File: config.mk
export PLATFORM = sky130hd
export DESIGN_NAME = modn_counter
export DESIGN_NICKNAME = d
export VERILOG_FILES = /design/src/rtl/modn_counter_pkg.sv /design/src/rtl/bin2bcd_seq.sv /design/src/rtl/modn_counter.sv
export SDC_FILE = /design/constraint.sdc
export NUM_CORES = 1
export LEC_CHECK = 0
export CELL_PAD_IN_SITES_DETAIL_PLACEMENT = 1
export CELL_PAD_IN_SITES_GLOBAL_PLACEMENT = 2
export CORE_ASPECT_RATIO = 1.5
export CORE_MARGIN = 3
export CORE_UTILIZATION = 30
export DETAILED_ROUTE_END_ITERATION = 12
export HOLD_SLACK_MARGIN = 0.1
export PLACE_DENSITY = 0.87
export SLEW_MARGIN = 40
export SYNTH_ARGS = -nofsm -noshare
export SYNTH_HDL_FRONTEND = slang
export SYNTH_SLANG_ARGS = --single-unit
File: constraint.sdc
create_clock -name clk -period 1.8 [get_ports clk]
set_input_delay 0.54 -clock clk [delete_from_list [all_inputs] [get_ports clk]]
set_output_delay 0.54 -clock clk [all_outputs]
set_load 0.02 [all_outputs]
File: src/rtl/modn_counter_pkg.sv
// Shared types and helpers for the modulo-N digit counter and its BCD converter.
package modn_counter_pkg;

    typedef enum logic [1:0] {
        IDLE = 2'd0,
        CONV = 2'd1,
        DONE = 2'd2
    } conv_state_t;

    // Packed BCD of a non-negative constant, up to 8 digits, for elaboration-time use.
    function automatic logic [31:0] bcd_of_const(input int value);
        logic [31:0] r;
        int v;
        r = '0;
        v = value;
        for (int i = 0; i < 8; i++) begin
            r[4*i +: 4] = 4'(v % 10);
            v = v / 10;
        end
        return r;
    endfunction

    function automatic longint pow10(input int n);
        longint p;
        p = 1;
        for (int i = 0; i < n; i++) p = p * 10;
        return p;
    endfunction

    // Returns {ripple, digit}: ripple set when the digit wraps 9 -> 0.
    function automatic logic [4:0] bcd_digit_inc(input logic [3:0] d);
        return (d == 4'd9) ? 5'b1_0000 : {1'b0, d + 4'd1};
    endfunction

    // Returns {borrow, digit}: borrow set when the digit wraps 0 -> 9.
    function automatic logic [4:0] bcd_digit_dec(input logic [3:0] d);
        return (d == 4'd0) ? 5'b1_1001 : {1'b0, d - 4'd1};
    endfunction

    // Double-dabble correction applied to each digit before a shift.
    function automatic logic [3:0] bcd_digit_adj(input logic [3:0] d);
        return (d >= 4'd5) ? d + 4'd3 : d;
    endfunction

endpackage

File: src/rtl/bin2bcd_seq.sv
// Sequential double-dabble binary-to-BCD converter: one shift per cycle, WIDTH cycles per value.
module bin2bcd_seq #(
    parameter int WIDTH  = 7,
    parameter int DIGITS = 2
) (
    input  logic                clk,
    input  logic                rst_n,
    input  logic                start,
    input  logic                abort,
    input  logic [WIDTH-1:0]    din,
    output logic                busy,
    output logic                done,
    output logic [4*DIGITS-1:0] result
);
    import modn_counter_pkg::*;

    localparam int BW = 4 * DIGITS;
    localparam int CW = $clog2(WIDTH + 1);

    logic [WIDTH-1:0] bin_sr;
    logic [BW-1:0]    bcd_sr;
    logic [BW-1:0]    bcd_adj;
    logic [CW-1:0]    cyc_left;

    // Add-3 correction of every digit ahead of the next shift.
    always_comb begin
        bcd_adj = bcd_sr;
        for (int i = 0; i < DIGITS; i++) begin
            bcd_adj[4*i +: 4] = bcd_digit_adj(bcd_sr[4*i +: 4]);
        end
    end

    // done marks the cycle whose edge performs the final shift; result is complete after it.
    assign done   = busy && (cyc_left == CW'(1));
    assign result = bcd_sr;

    // Snapshot on start, then shift-add-3 with a down-counted cycle budget; abort drops any run.
    always_ff @(posedge clk) begin
        if (!rst_n) begin
            busy     <= 1'b0;
            cyc_left <= '0;
            bin_sr   <= '0;
            bcd_sr   <= '0;
        end else if (abort) begin
            busy     <= 1'b0;
            cyc_left <= '0;
        end else if (start && !busy) begin
            bin_sr   <= din;
            bcd_sr   <= '0;
            cyc_left <= CW'(WIDTH);
            busy     <= 1'b1;
        end else if (busy) begin
            {bcd_sr, bin_sr} <= {bcd_adj, bin_sr} << 1;
            cyc_left         <= cyc_left - CW'(1);
            if (done) busy <= 1'b0;
        end
    end

endmodule

File: src/rtl/modn_counter.sv
// Modulo-N up/down digit counter with carry for cascading, load/clear/lap and a BCD shadow.
//
// state | meaning
// IDLE  | count_bcd tracks count incrementally on every tick
// CONV  | converter snapshotting (first cycle) or shifting the loaded count
// DONE  | conversion result ready; commit it unless a tick made it stale
module modn_counter #(
    parameter int WIDTH   = 7,
    parameter int MODULUS = 100,
    parameter int DIGITS  = 2
) (
    input  logic                clk,
    input  logic                rst_n,
    input  logic                tick,
    input  logic                dir,
    input  logic                clr,
    input  logic                load,
    input  logic [WIDTH-1:0]    load_val,
    input  logic                lap,
    output logic [WIDTH-1:0]    count,
    output logic [4*DIGITS-1:0] count_bcd,
    output logic                bcd_valid,
    output logic                carry,
    output logic [WIDTH-1:0]    lap_val,
    output logic                load_err
);
    import modn_counter_pkg::*;

    localparam int                BW           = 4 * DIGITS;
    localparam logic [WIDTH-1:0]  CNT_MAX      = WIDTH'(MODULUS - 1);
    localparam logic [WIDTH:0]    MOD_EXT      = (WIDTH + 1)'(MODULUS);
    localparam logic [31:0]       BCD_MAX_FULL = bcd_of_const(MODULUS - 1);
    localparam logic [BW-1:0]     BCD_MAX      = BCD_MAX_FULL[BW-1:0];

    if (MODULUS < 2) begin : g_chk_modulus
        $error("modn_counter: MODULUS must be at least 2");
    end
    if ((longint'(1) << WIDTH) < longint'(MODULUS)) begin : g_chk_width
        $error("modn_counter: WIDTH too small for MODULUS");
    end
    if (DIGITS < 1 || DIGITS > 8) begin : g_chk_digits_range
        $error("modn_counter: DIGITS must be 1..8");
    end
    if (pow10(DIGITS) < longint'(MODULUS)) begin : g_chk_digits
        $error("modn_counter: DIGITS too small for MODULUS");
    end

    conv_state_t      state, state_nxt;
    logic             dirty;
    logic             load_ok, load_acc, tick_acc, wrap;
    logic             at_top, at_zero;
    logic [WIDTH-1:0] count_nxt;
    logic [BW-1:0]    bcd_step;
    logic             conv_start, conv_abort, conv_busy, conv_done;
    logic [BW-1:0]    conv_result;
    logic             write_bcd;

    assign load_ok  = load && ({1'b0, load_val} < MOD_EXT);
    assign load_acc = !clr && load_ok;
    assign tick_acc = !clr && !load_acc && tick;
    assign at_top   = (count == CNT_MAX);
    assign at_zero  = (count == '0);
    assign wrap     = tick_acc && (dir ? at_zero : at_top);

    // Next binary count for an accepted tick, wrapping inside 0..MODULUS-1.
    always_comb begin
        count_nxt = count;
        if (dir) count_nxt = at_zero ? CNT_MAX : count - WIDTH'(1);
        else     count_nxt = at_top  ? '0      : count + WIDTH'(1);
    end

    // Incremental BCD update with digit ripple; wraps use fixed end values.
    always_comb begin
        logic       ripple;
        logic [4:0] digit_res;
        bcd_step  = count_bcd;
        ripple    = 1'b1;
        digit_res = '0;
        for (int i = 0; i < DIGITS; i++) begin
            if (ripple) begin
                digit_res = dir ? bcd_digit_dec(count_bcd[4*i +: 4])
                                : bcd_digit_inc(count_bcd[4*i +: 4]);
                bcd_step[4*i +: 4] = digit_res[3:0];
                ripple = digit_res[4];
            end
        end
        if (at_top && !dir) bcd_step = '0;
        if (at_zero && dir) bcd_step = BCD_MAX;
    end

    // The converter is idle only on the first CONV cycle, which is where the snapshot happens.
    assign conv_start = (state == CONV) && !conv_busy;
    assign conv_abort = clr || load_acc;

    bin2bcd_seq #(
        .WIDTH  (WIDTH),
        .DIGITS (DIGITS)
    ) u_bin2bcd (
        .clk    (clk),
        .rst_n  (rst_n),
        .start  (conv_start),
        .abort  (conv_abort),
        .din    (count),
        .busy   (conv_busy),
        .done   (conv_done),
        .result (conv_result)
    );

    // A tick landing in DONE would make the result stale, so it counts as dirty right away.
    assign write_bcd = (state == DONE) && !dirty && !tick_acc && !clr && !load_acc;

    // Converter sequencing: loads (re)start it, clr cancels it, stale results are redone.
    always_comb begin
        state_nxt = state;
        case (state)
            IDLE:    if (load_acc) state_nxt = CONV;
            CONV:    if (conv_done) state_nxt = DONE;
            DONE:    state_nxt = (dirty || tick_acc) ? CONV : IDLE;
            default: state_nxt = IDLE;
        endcase
        if (load_acc) state_nxt = CONV;
        if (clr)      state_nxt = IDLE;
    end

    // Count, BCD shadow, strobes and converter bookkeeping.
    always_ff @(posedge clk) begin
        if (!rst_n) begin
            state     <= IDLE;
            dirty     <= 1'b0;
            count     <= '0;
            count_bcd <= '0;
            bcd_valid <= 1'b1;
            carry     <= 1'b0;
            lap_val   <= '0;
            load_err  <= 1'b0;
        end else begin
            state    <= state_nxt;
            carry    <= wrap;
            load_err <= load && !load_ok && !clr;
            if (lap) lap_val <= count;

            if (clr)                              dirty <= 1'b0;
            else if (tick_acc && state != IDLE)   dirty <= 1'b1;
            else if (conv_start)                  dirty <= 1'b0;

            if (clr) begin
                count     <= '0;
                count_bcd <= '0;
                bcd_valid <= 1'b1;
            end else if (load_acc) begin
                count     <= load_val;
                bcd_valid <= 1'b0;
            end else begin
                if (tick_acc) begin
                    count <= count_nxt;
                    if (state == IDLE) count_bcd <= bcd_step;
                end
                if (write_bcd) begin
                    count_bcd <= conv_result;
                    bcd_valid <= 1'b1;
                end
            end
        end
    end

endmodule

==> impl_metrics.ini <==
[yosys]
ys_ff_latch = 47
yosys_most_used_dff = dfxtp_1
synthesis.nets = 387
ys_seq_area_frac = 0.316
synth_area_um2 = 2970
synthArstFlopShare = 0
yosys_warnings = 0
avgSynthCellArea_um2 = 8.31
syn_inst = 358
synth_edf_count = 0
synth.distinct_cells = 60

[timing]
post-route-period-util = 1.05
tightest_slew_ns = 0.398
setup_ws_ns = -0.0829
maxSlewViolCount = 0
setup_viol = 3
period_needed_ns = 1.88
clock.fmax_mhz = 531
hold_viol = 0
fin_skew_ns = 0.0104
rsz0062_at_grt = yes
slew_headroom = 0.734
tns_ns = -0.159

[grt]
grt_max_degree = 22
grt_pass1_vias = 3249
grt-ovfl-total = 0
track_usage = 0.187
grt_pass1_wl_um = 16500
grt_antenna_before_repair = 0

[final_layout]
layout_common_cells = buf_4, dfxtp_1, nand2_1
final_area_um2 = 4470
drive_above_1_share = 0.332
layoutNonFillerInstCount = 573
nets = 489
regArea_um2 = 957
multiInputGateArea_um2 = 2100
antenna_cells = 0
fillers = 1104
area_delta_synth_final_pct = 50.4
final_common_cell = buf_4

[drt]
dr_total_vias = 3198
wl_met2_um = 6180
wl_met3_um = 270
via_per_inst = 5.58
top_layer_used = met4
drt-met1-wl_um = 4420
avgRoutedWirePerCell_um = 19.4
wl_um = 11100
drc = 0
drt-pass1-iter-count = 4
antenna_left = 0
drt_iter0_drc = 171

[setup_path]
slowest_stage = dfxtp_4
arrival_ns = 2.08
cp_slowest_stage_delay_ns = 0.37
cp-start-kind = flip-flop
end_kind = flip-flop
worstPathCellList = ha_1, buf_4, nand3_1, nor3_2, buf_4, o31ai_1, a21boi_1, o31ai_1
path_class = flip-flop to flip-flop
crit_path_max_fanout = 6
worstPathRequired_ns = 2.00
r2r_cells = 8

[run_status]
failed_checks = negative setup slack
status = finished, violations left

[clocking]
cts_tree = yes
cts_buffer_depth = 2
root_buffer = clkbuf_16
cts.sink_count = 47
cts_max_level = 2
numCtsBuffers = 5
cts.clk_slew.worst_paths_ns = 0.07
clk_latency_ns = 0.30

[floorplanning]
die_area_um2 = 11200
ios = 39
rows = 43
initial_core_util = 0.314
core_area_um2 = 9470
die_height_um = 128
die_w_um = 87.3

[worst_hold_path]
worstHoldPathCells = 2
hold_class = flip-flop to flip-flop

[place]
post-dp-hpwl_um = 7470
place_ws_ns = -0.672
dp.cells = 558
place_congestion = 0.827
postPlaceCellArea_um2 = 4050
port_buffers = 38

[power]
pwr_density_cell_nw_per_um2 = 626
vdd_drop_max_uv = 484
cellLeakagePower_nw = 1.97

[job]
cap_viol_max_count = 0
[synth_stat cells (2+ instances only)]
| cell | number | area (um^2) |
|---|---|---|
| a21boi_0 | 2 | 15.0 |
| o21a_1 | 3 | 22.5 |
| o211a_1 | 6 | 60.1 |
| nand3b_1 | 2 | 15.0 |
| a31oi_1 | 4 | 25.0 |
| a21oi_1 | 23 | 115 |
| xnor2_1 | 5 | 43.8 |
| nor2_1 | 22 | 82.6 |
| nand3_1 | 11 | 55.1 |
| clkbuf_1 | 23 | 86.3 |
| inv_1 | 17 | 63.8 |
| nand4_1 | 3 | 18.8 |
| o31ai_1 | 4 | 30.0 |
| nand2_1 | 25 | 93.8 |
| ha_1 | 15 | 188 |
| buf_6 | 2 | 22.5 |
| o211ai_1 | 2 | 15.0 |
| or3_1 | 4 | 25.0 |
| dfxtp_1 | 47 | 941 |
| xor2_1 | 3 | 26.3 |
| buf_1 | 2 | 7.51 |
| o221ai_1 | 3 | 26.3 |
| o31a_1 | 3 | 26.3 |
| a22oi_1 | 9 | 67.6 |
| nor2b_1 | 18 | 113 |
| o2111ai_1 | 4 | 35.0 |
| nor3_1 | 8 | 40.0 |
| o21ai_0 | 13 | 65.1 |
| and3_1 | 6 | 37.5 |
| o22ai_1 | 2 | 12.5 |
| a211oi_1 | 5 | 37.5 |
| a32oi_1 | 10 | 87.6 |
| a211o_1 | 3 | 26.3 |
| nand2b_1 | 9 | 56.3 |
| mux2i_1 | 15 | 150 |
[cells by family (layout without fill, tap and decap cells)]
logic type,after synthesis,in the layout,share of synthesized area
AND/OR/NAND/NOR,119,119,0.214
AO/OA/AOI/OAI,110,110,0.272
XOR/XNOR,8,8,0.0236
multiplexers,15,15,0.0505
buffers and inverters,44,147,0.0606
flip-flops,47,47,0.316
adder cells (fa/ha/maj),15,15,0.0631
[final cells by class]
class / instances / share of cell area
Clock inverter: 3 / 0.0151
Clock buffer: 5 / 0.0280
Sequential cell: 47 / 0.214
Inverter: 17 / 0.0148
Tap cell: 112 / 0.0313
Multi-Input combinational cell: 267 / 0.470
Timing Repair Buffer: 122 / 0.227
[critical path: cells and delay by family, from the launching register on]
family | cells | cell delay (ns)
buffers and inverters | 2 | 0.31
AOI/OAI and AO/OA | 3 | 0.67
DFF | 1 | 0.37
and+or+nand+nor | 2 | 0.19
adders and majority gates | 1 | 0.23
[worst paths after layout]
kind | start | slack, ns | end
setup / recovery | count[0] | -0.08 | count_bcd[7]
hold reg to reg | bcd_valid | 0.46 | bcd_valid
setup reg to reg | count[0] | -0.08 | count_bcd[7]
hold / removal | bcd_valid | 0.46 | bcd_valid
[per-layer routing]
metal	track usage	vias to the layer above
met3	0.0244	19
met2	0.336	66
li1	-	1526
met1	0.219	1587
met4	0.0732	0
met5	0	-
[registers in the layout, indices dropped and copies added, names as in the netlist, 2 cells and up]
signal and flops:
state 2, u_bin2bcd.bin_sr 7, u_bin2bcd.result 8, u_bin2bcd.cyc_left 3, count_bcd 8, lap_val 7, count 7
[through the flow]
step / util / hold WS, ns / total power [mW]
after floorplan: - / 0.444 / 1.32
after global placement: 0.428 / 0.450 / 1.52
after detailed placement: 0.428 / 0.448 / 1.53
after CTS: 0.455 / 0.464 / 2.78
after global routing: 0.472 / 0.489 / 2.90
final: 0.472 / 0.459 / 2.80
[report_power, final]
group	internal [mW]	total (mW)	switching (mW)
logic	0.232	0.498	0.266
clock network	0.796	1.23	0.435
registers	1.06	1.07	0.0141
[what timing repair did]
action / 4_1_cts / 5_1_grt
endpoints found under the setup margin: 52 / 36
buffers inserted: 3 / 4
pin swaps: 11 / 11
cloned: 0 / 0
resized for setup: 40 / 52
hold buffers: 0 / 0
No activity file was read; power rests on OpenSTA's default activity.
